File: config.mk
export PLATFORM = sky130hd
export DESIGN_NAME = paddle_btn_ctrl
export DESIGN_NICKNAME = d
export VERILOG_FILES = /design/src/rtl/paddle_btn_ctrl.sv
export SDC_FILE = /design/constraint.sdc
export NUM_CORES = 1
export LEC_CHECK = 0
export CAP_MARGIN = 20
export CELL_PAD_IN_SITES_DETAIL_PLACEMENT = 0
export CELL_PAD_IN_SITES_GLOBAL_PLACEMENT = 1
export CORE_MARGIN = 4
export CORE_UTILIZATION = 43
export DETAILED_ROUTE_END_ITERATION = 6
export GPL_ROUTABILITY_DRIVEN = 0
export GPL_TIMING_DRIVEN = 0
export PLACE_DENSITY_LB_ADDON = 0.1
export SYNTH_ARGS = -nofsm -noshare
export SYNTH_HDL_FRONTEND = slang
export SYNTH_SLANG_ARGS = --single-unit
File: constraint.sdc
create_clock -name clk -period 2.1 [get_ports clk]
set_clock_uncertainty 0.1 [all_clocks]
set_input_delay 0.315 -clock clk [delete_from_list [all_inputs] [get_ports clk]]
set_output_delay 0.315 -clock clk [all_outputs]
set_load 0.05 [all_outputs]
File: src/rtl/paddle_btn_ctrl.sv
// paddle_btn_ctrl: turns the raw up/down pushbuttons into the paddle's 2-bit move code.
// Processing order: two-flop synchroniser, then a per-button debouncer, then an encoder FSM.
// The FSM emits a registered one-cycle pulse: 2'b01 for up, 2'b10 for down.
// Pressing both buttons parks the FSM in BOTH, which raises conflict and emits nothing.
// Optional hold-to-repeat is built only when the macro PADDLE_BTN_REPEAT_EN is defined.
// Without that macro, each debounced press produces exactly one pulse.
module paddle_btn_ctrl #(
  parameter int DEBOUNCE_CYCLES = 16,
  parameter int INITIAL_DELAY   = 32,
  parameter int REPEAT_CYCLES   = 8
) (
  input  logic       clk,
  input  logic       rst_n,
  input  logic       btn_up_raw,
  input  logic       btn_down_raw,
  output logic [1:0] btn,
  output logic       conflict
);

  localparam int              DB_W    = $clog2(DEBOUNCE_CYCLES + 1);
  localparam logic [DB_W-1:0] DB_LAST = DB_W'(DEBOUNCE_CYCLES - 1);

  // Catch out-of-range parameters at elaboration rather than in silicon.
  if (DEBOUNCE_CYCLES < 1 || INITIAL_DELAY < 2 || REPEAT_CYCLES < 2) begin : g_bad_param
    $error("paddle_btn_ctrl: DEBOUNCE_CYCLES>=1, INITIAL_DELAY>=2, REPEAT_CYCLES>=2 required");
  end

  typedef enum logic [1:0] {S_IDLE, S_UP, S_DOWN, S_BOTH} state_t;

  // Bit 0 carries the up button and bit 1 carries the down button.
  logic [1:0]      sync1, sync2, deb;
  logic [DB_W-1:0] db_cnt [2];
  logic            deb_up, deb_dn;
  state_t          state, state_nxt;
  logic [1:0]      btn_nxt;
  logic            rpt_fire;

  // Two-flop synchroniser for the asynchronous pushbuttons.
  always_ff @(posedge clk) begin
    // NOTE: every clocked assignment is non-blocking. As a result, sync2 takes the old sync1
    // and does not take the value loaded on this same edge.
    if (!rst_n) begin
      sync1 <= '0;
      sync2 <= '0;
    end else begin
      sync1 <= {btn_down_raw, btn_up_raw};
      sync2 <= sync1;
    end
  end

  // Debounce: a level change must hold for DEBOUNCE_CYCLES cycles before deb follows it.
  always_ff @(posedge clk) begin
    if (!rst_n) begin
      deb <= '0;
      for (int i = 0; i < 2; i++) db_cnt[i] <= '0;
    end else begin
      for (int i = 0; i < 2; i++) begin
        if (sync2[i] == deb[i]) begin
          db_cnt[i] <= '0;
        end else if (db_cnt[i] == DB_LAST) begin
          deb[i]    <= sync2[i];
          db_cnt[i] <= '0;
        end else begin
          db_cnt[i] <= db_cnt[i] + DB_W'(1);
        end
      end
    end
  end

  assign deb_up = deb[0];
  assign deb_dn = deb[1];

`ifdef PADDLE_BTN_REPEAT_EN
  localparam int RPT_MAX = (INITIAL_DELAY > REPEAT_CYCLES) ? INITIAL_DELAY : REPEAT_CYCLES;
  localparam int RPT_W   = $clog2(RPT_MAX + 1);

  logic [RPT_W-1:0] rpt_cnt;
  logic             rpt_first;  // still waiting out the longer initial delay

  // A repeat pulse is due once the current interval has fully elapsed.
  always_comb begin
    if (rpt_first) rpt_fire = (rpt_cnt == RPT_W'(INITIAL_DELAY - 1));
    else           rpt_fire = (rpt_cnt == RPT_W'(REPEAT_CYCLES - 1));
  end

  // Repeat timer: restarts on every state change and after each repeat pulse.
  always_ff @(posedge clk) begin
    if (!rst_n) begin
      rpt_cnt   <= '0;
      rpt_first <= 1'b1;
    end else if (state_nxt != state) begin
      rpt_cnt   <= '0;
      rpt_first <= 1'b1;
    end else if (state == S_UP || state == S_DOWN) begin
      if (rpt_fire) begin
        rpt_cnt   <= '0;
        rpt_first <= 1'b0;
      end else begin
        rpt_cnt <= rpt_cnt + RPT_W'(1);
      end
    end else begin
      rpt_cnt <= '0;
    end
  end
`else
  // Without hold-to-repeat, no pulse is ever due after the entry pulse.
  assign rpt_fire = 1'b0;
`endif

  // State register and registered move code.
  always_ff @(posedge clk) begin
    if (!rst_n) begin
      state <= S_IDLE;
      btn   <= 2'b00;
    end else begin
      state <= state_nxt;
      btn   <= btn_nxt;
    end
  end

  // Next-state logic. BOTH exits only to IDLE, so a staggered release cannot cause a move.
  always_comb begin
    // NOTE: state_nxt gets a default before the case. Without it, any path that leaves it
    // unassigned would infer a latch.
    state_nxt = state;
    case (state)
      S_IDLE: begin
        if (deb_up && deb_dn)  state_nxt = S_BOTH;
        else if (deb_up)       state_nxt = S_UP;
        else if (deb_dn)       state_nxt = S_DOWN;
      end
      S_UP: begin
        if (deb_dn)            state_nxt = S_BOTH;
        else if (!deb_up)      state_nxt = S_IDLE;
      end
      S_DOWN: begin
        if (deb_up)            state_nxt = S_BOTH;
        else if (!deb_dn)      state_nxt = S_IDLE;
      end
      S_BOTH: begin
        if (!deb_up && !deb_dn) state_nxt = S_IDLE;
      end
      default:                 state_nxt = S_IDLE;
    endcase
  end

  // Output logic: entry pulse on IDLE->UP/DOWN, then repeat pulses while staying put.
  always_comb begin
    btn_nxt  = 2'b00;
    conflict = (state == S_BOTH);
    case (state)
      S_IDLE: begin
        if (state_nxt == S_UP)        btn_nxt = 2'b01;
        else if (state_nxt == S_DOWN) btn_nxt = 2'b10;
      end
      S_UP:   if (state_nxt == S_UP && rpt_fire)   btn_nxt = 2'b01;
      S_DOWN: if (state_nxt == S_DOWN && rpt_fire) btn_nxt = 2'b10;
      default: btn_nxt = 2'b00;
    endcase
  end

  a_btn_never_11: assert property (@(posedge clk) btn != 2'b11)
    else $error("paddle_btn_ctrl: btn reached 2'b11");

endmodule

==> flow_summary.yaml <==
run_status:
  status: "finished clean"
critical_path:
  crit_chain: "clkdlybuf4s50_1"
  cp_max_fo: 1
  cp-start-kind: "flop"
  worst_path_max_delay_cell: "clkdlybuf4s50_1"
  critPathBufInv: 1
  arrival_ns: 1.39
  cp_slowest_stage_delay_ns: 0.79
  crit_family: "buffers and inverters"
  crit_type: "flop to primary output"
  cp_data_required_time_ns: 1.68
  end_kind: "primary output"
timing:
  setup_violations: 0
  finalSetupTns_ns: 0
  setup_ws_ns: 0.291
  fin_crit_ns: 1.81
  max_freq_ghz: 0.553
  finalHoldViolCount: 0
  drv_slew: 0
  rsz0062_at_grt: "no"
  slew_headroom: 0.667
  period_share: 0.861
  hold_ws_ns: 0.341
  worstMarginPinSlew_ns: 0.498
synthesis:
  synth_edf_count: 10
  ys_seq_area_frac: 0.615
  syn_inst: 69
  synth_cell_types: 19
  ys_async_sr_fraction: 0
  synth_top_flop_cell: "edfxtp_1"
  yosysTopAreaCellShare: 0.369
  synth-seq-cells: 20
  synth_area_leader_cell: "edfxtp_1"
  synth.avg_cell_area_sq_um: 11.8
  yosysWarnings: 0
  synth_area_leaders: "edfxtp_1, dfxtp_1, ha_1"
  syn_area_sq_um: 813
final_layout:
  syn2layout_area_growth_pct: 18.9
  nFillCells: 179
  regArea_sq_um: 500
  nNetsFinal: 97
  layout_common_cells: "nor2_1, dfxtp_1, edfxtp_1, conb_1"
  multi_input_area_sq_um: 328
  antenna_cells: 0
  fin_area_sq_um: 967
  drive_gt1_frac: 0.0455
  layout_commonest_cell: "nor2_1"
pwr:
  peakVddDrop_mv: 0.345
  power_leakage_uw: 0.000415
  powerDensity_mw_per_mm2: 659
clocking:
  postCtsSetupRepairBufs: 0
  path_clk_slew_ns: 0.09
  cts-buffers-inserted: 3
  root_buffer: "clkbuf_4"
  cts_htree_levels: 1
  clock_path_buffers: 2
  cts_sinks: 20
  cts_tree: "built"
  clock_latency_ns: 0.29
  ctsResizeCount: 0
  cts_hold_buffers: 0
route:
  ant_nets: 0
  viasPerCell: 4.19
  drt-total-wl_um: 1060
  drtIter0Drc: 5
  drc_errors: 0
  first_pass_iters: 4
  wl_per_cell_um: 9.35
  via_count: 474
floorplanning:
  initial_core_util: 0.461
  die_w_um: 51.5
  coreArea_sq_mm: 0.00176
  io_pins: 7
  die_area_sq_mm: 0.00265
  die_h_um: 51.5
  fp-row-count: 15
global_routing:
  grt_start_max_net_pins: 12
  antenna_found_initial: 0
  grt_pass1_vias: 447
  grtUsageTotal: 0.102
  overflow: 0
  grt_pass1_wl_um: 1900
placed_design:
  portBuffers: 6
  place_area_sq_um: 938
  dp_hpwl_um: 821
  post-place-ws_ns: 0.273
flow_run:
  max-cap-violations: 0
min_path:
  hold_path_class: "flop to flop"
[flip-flops by register name, summed over array words and instances (netlist names)]
| register | count |
|---|---|
| db_cnt | 10 |
| deb | 2 |
| state | 2 |
| sync1 | 2 |
| sync2 | 2 |
| btn | 2 |
[worst paths after layout]
path                            depth (start not counted)           end  slack [ns]         start
worst max-delay path                                    1        btn[0]        0.29        btn[0]
worst min register to register                          1      sync2[1]        0.34      sync1[1]
worst min-delay path                                    1      sync2[1]        0.34      sync1[1]
worst max register to register                          5  db_cnt[0][2]        0.40  db_cnt[0][0]
[per-stage QoR]
stage | total power [uW] | instances | util
after floorplan | 456 | 78 | -
after global placement | 466 | 109 | 0.532
after detailed placement | 468 | 109 | 0.532
after CTS | 651 | 113 | 0.547
after global routing | 677 | 113 | 0.548
final | 637 | 113 | 0.548
[layout make-up]
class / instances / area share
sequential: 20 / 0.517
multi-input combinational: 53 / 0.339
timing repair buffer: 6 / 0.0647
tap: 25 / 0.0323
clock buffer: 4 / 0.0272
inverter: 4 / 0.0155
buffer: 1 / 0.00388
[Yosys cell counts (all sizes together), types with 4 or more instances]
library cell and n:
ha 4, and2 5, inv 4, nor2 11, xor2 4, dfxtp 10, edfxtp 10, nor2b 4
[report_power, final]
part / total [uW] / internal [uW] / switching (uW)
clock network: 179 / 73.8 / 105
logic: 30.4 / 15.4 / 15.0
registers: 428 / 421 / 6.59
[per-layer routing]
layer	track usage	vias to the layer above	share of wire
met5	0	-	0
met3	0.0344	4	0.036
met2	0.167	6	0.50
li1	-	255	-
met1	0.111	209	0.44
met4	0.0655	0	0.026
[cells by family after synthesis]
| logic type | Yosys count | share of synthesized area |
|---|---|---|
| flops | 20 | 0.615 |
| buf+inv | 5 | 0.0231 |
| mux | 2 | 0.0246 |
| xor+xnor | 6 | 0.0646 |
| compound gates | 2 | 0.0123 |
| other cells | 1 | 0.00461 |
| fa+ha+maj | 4 | 0.0615 |
| simple gates | 29 | 0.194 |
Note: power is estimated with default switching activity, not from simulation.
==> patch (same flow settings) <==
Set the parameter `DEBOUNCE_CYCLES` to 64 (it was 16).
--- a/src/rtl/paddle_btn_ctrl.sv
+++ b/src/rtl/paddle_btn_ctrl.sv
@@ -5,7 +5,7 @@
 // Optional hold-to-repeat is built only when the macro PADDLE_BTN_REPEAT_EN is defined.
 // Without that macro, each debounced press produces exactly one pulse.
 module paddle_btn_ctrl #(
-  parameter int DEBOUNCE_CYCLES = 16,
+  parameter int DEBOUNCE_CYCLES = 64,
   parameter int INITIAL_DELAY   = 32,
   parameter int REPEAT_CYCLES   = 8
 ) (
Function: same outputs for any inputs over 10 cycles, from zero or initial values and one cycle with rst_n low; that may be too few to reach the edited logic, so the function may still have changed.
==> patch against the original RTL <==
- utilization shrank 0.29 points
- synthesized area grew 30%
- cell area rose by 28%
- total power rose by 26%
- wire length grew 45%
- worst setup slack worse by 0.20 ns
- sequential cell count up 4
- critical path type unchanged
- largest cell class unchanged
- largest power group unchanged
- highest routed layer unchanged
==> patch: results (changes against the original RTL) <==
Logic synthesis
  • Post-synthesis adder-cell area fraction: 2.358% (was 6.154%)
  • Compound-Gate Fraction of Synth Area: 12.38% (was 1.231%)
  • Synth area leaders: edfxtp_1 (40%), dfxtp_1 (19%), xor2_1 (4.1%) (was edfxtp_1 (37%), dfxtp_1 (25%), ha_1 (6.2%))
  • Area share of xor/xnor cells in the synthesized design: 8.019% (was 6.462%)
  • Sequential fraction of the synthesis area: 58.49% (was 61.54%)
  • Avg Inst Size Synth: 12.06 sq um (was 11.79 sq um)

Drt
  • Wirelength per Cell: 11.01 um (was 9.354 um)
  • Wire length on met3: 60 um (was 38 um)

Global routing
  • Total Routing Usage GR: 11.31% (was 10.16%)
  • Met3 usage: 2.227% (was 3.438%)
  • Largest net degree at the start of global routing: 14 (was 12)
  • M1 GR Usage: 15.32% (was 11.07%)
  • First-pass GRT wire length: 2891 um (was 1897 um)
  • Vias in the first global route: 700 (was 447)

Timing
  • Fin Hold WS: 0.3492 ns (was 0.3412 ns)

Place
  • Placed cell count: 135 (was 109)
  • Dpl hpwl: 1167 um (was 820.8 um)
  • Post-DP Area: 1205 sq um (was 938.4 sq um)

Layout
  • Max reg flops: 14 (was 10)
  • Fillers: 201 (was 179)
  • Final nets: 118 (was 97)
  • Ratio of cells with drive above 1 in the final layout: 10.81% (was 4.545%)

Clock tree
  • Worst skew pair latency: 0.31 ns (was 0.29 ns)
  • Clk pin slew, worst setup/hold paths: 0.12 ns (was 0.09 ns)

Power
  • P_clk: 240 uW (was 179 uW)
  • Leak: 0.0004623 uW (was 0.0004155 uW)
  • Net load switching power: 169.3 uW (was 126.8 uW)

Outcome
  • Status: finished, final reports clean (unchanged)

Critical path
  • RR Endpoint: db_cnt[0][3]$_SDFFCE_PN0P_ (was db_cnt[0][2]$_SDFFCE_PN0P_)

Worst hold path
  • End of the worst hold path: sync2[0]$_SDFF_PN0_ (was sync2[1]$_SDFF_PN0_)
  • HP Start: sync1[0]$_SDFF_PN0_ (was sync1[1]$_SDFF_PN0_)
## patch: worst max-delay path: cells and delay by family (launching register included)
kind          cells  cell delay [ns]
flops             1             0.37
simple gates      1             0.13
buf+inv           1             0.79
## patch: how the worst max path moves through the flow
stage	end	depth (start not counted)	slack, ns	from
after floorplan	db_cnt[0][3]$_SDFFCE_PN0P_	4	0.64	db_cnt[0][0]$_SDFFCE_PN0P_
after global placement	db_cnt[1][2]$_SDFFCE_PN0P_	4	0.41	rst_n
after detailed placement	db_cnt[1][2]$_SDFFCE_PN0P_	4	0.39	rst_n
after CTS	conflict	2	0.07	state[0]$_SDFF_PN0_
after global routing	conflict	2	0.009	state[0]$_SDFF_PN0_
final	conflict	2	0.09	state[0]$_SDFF_PN0_
## patch: layout make-up
type,instances,area (sq um),area share (%)
Multi-Input combinational cell,73,473.0,38.10
Sequential cell,24,620.6,50.00
Timing Repair Buffer,6,60.06,4.839
Inverter,3,11.26,0.9073
Buffer,1,5.005,0.4032
Tap cell,28,35.03,2.823
Clock buffer,4,36.28,2.923
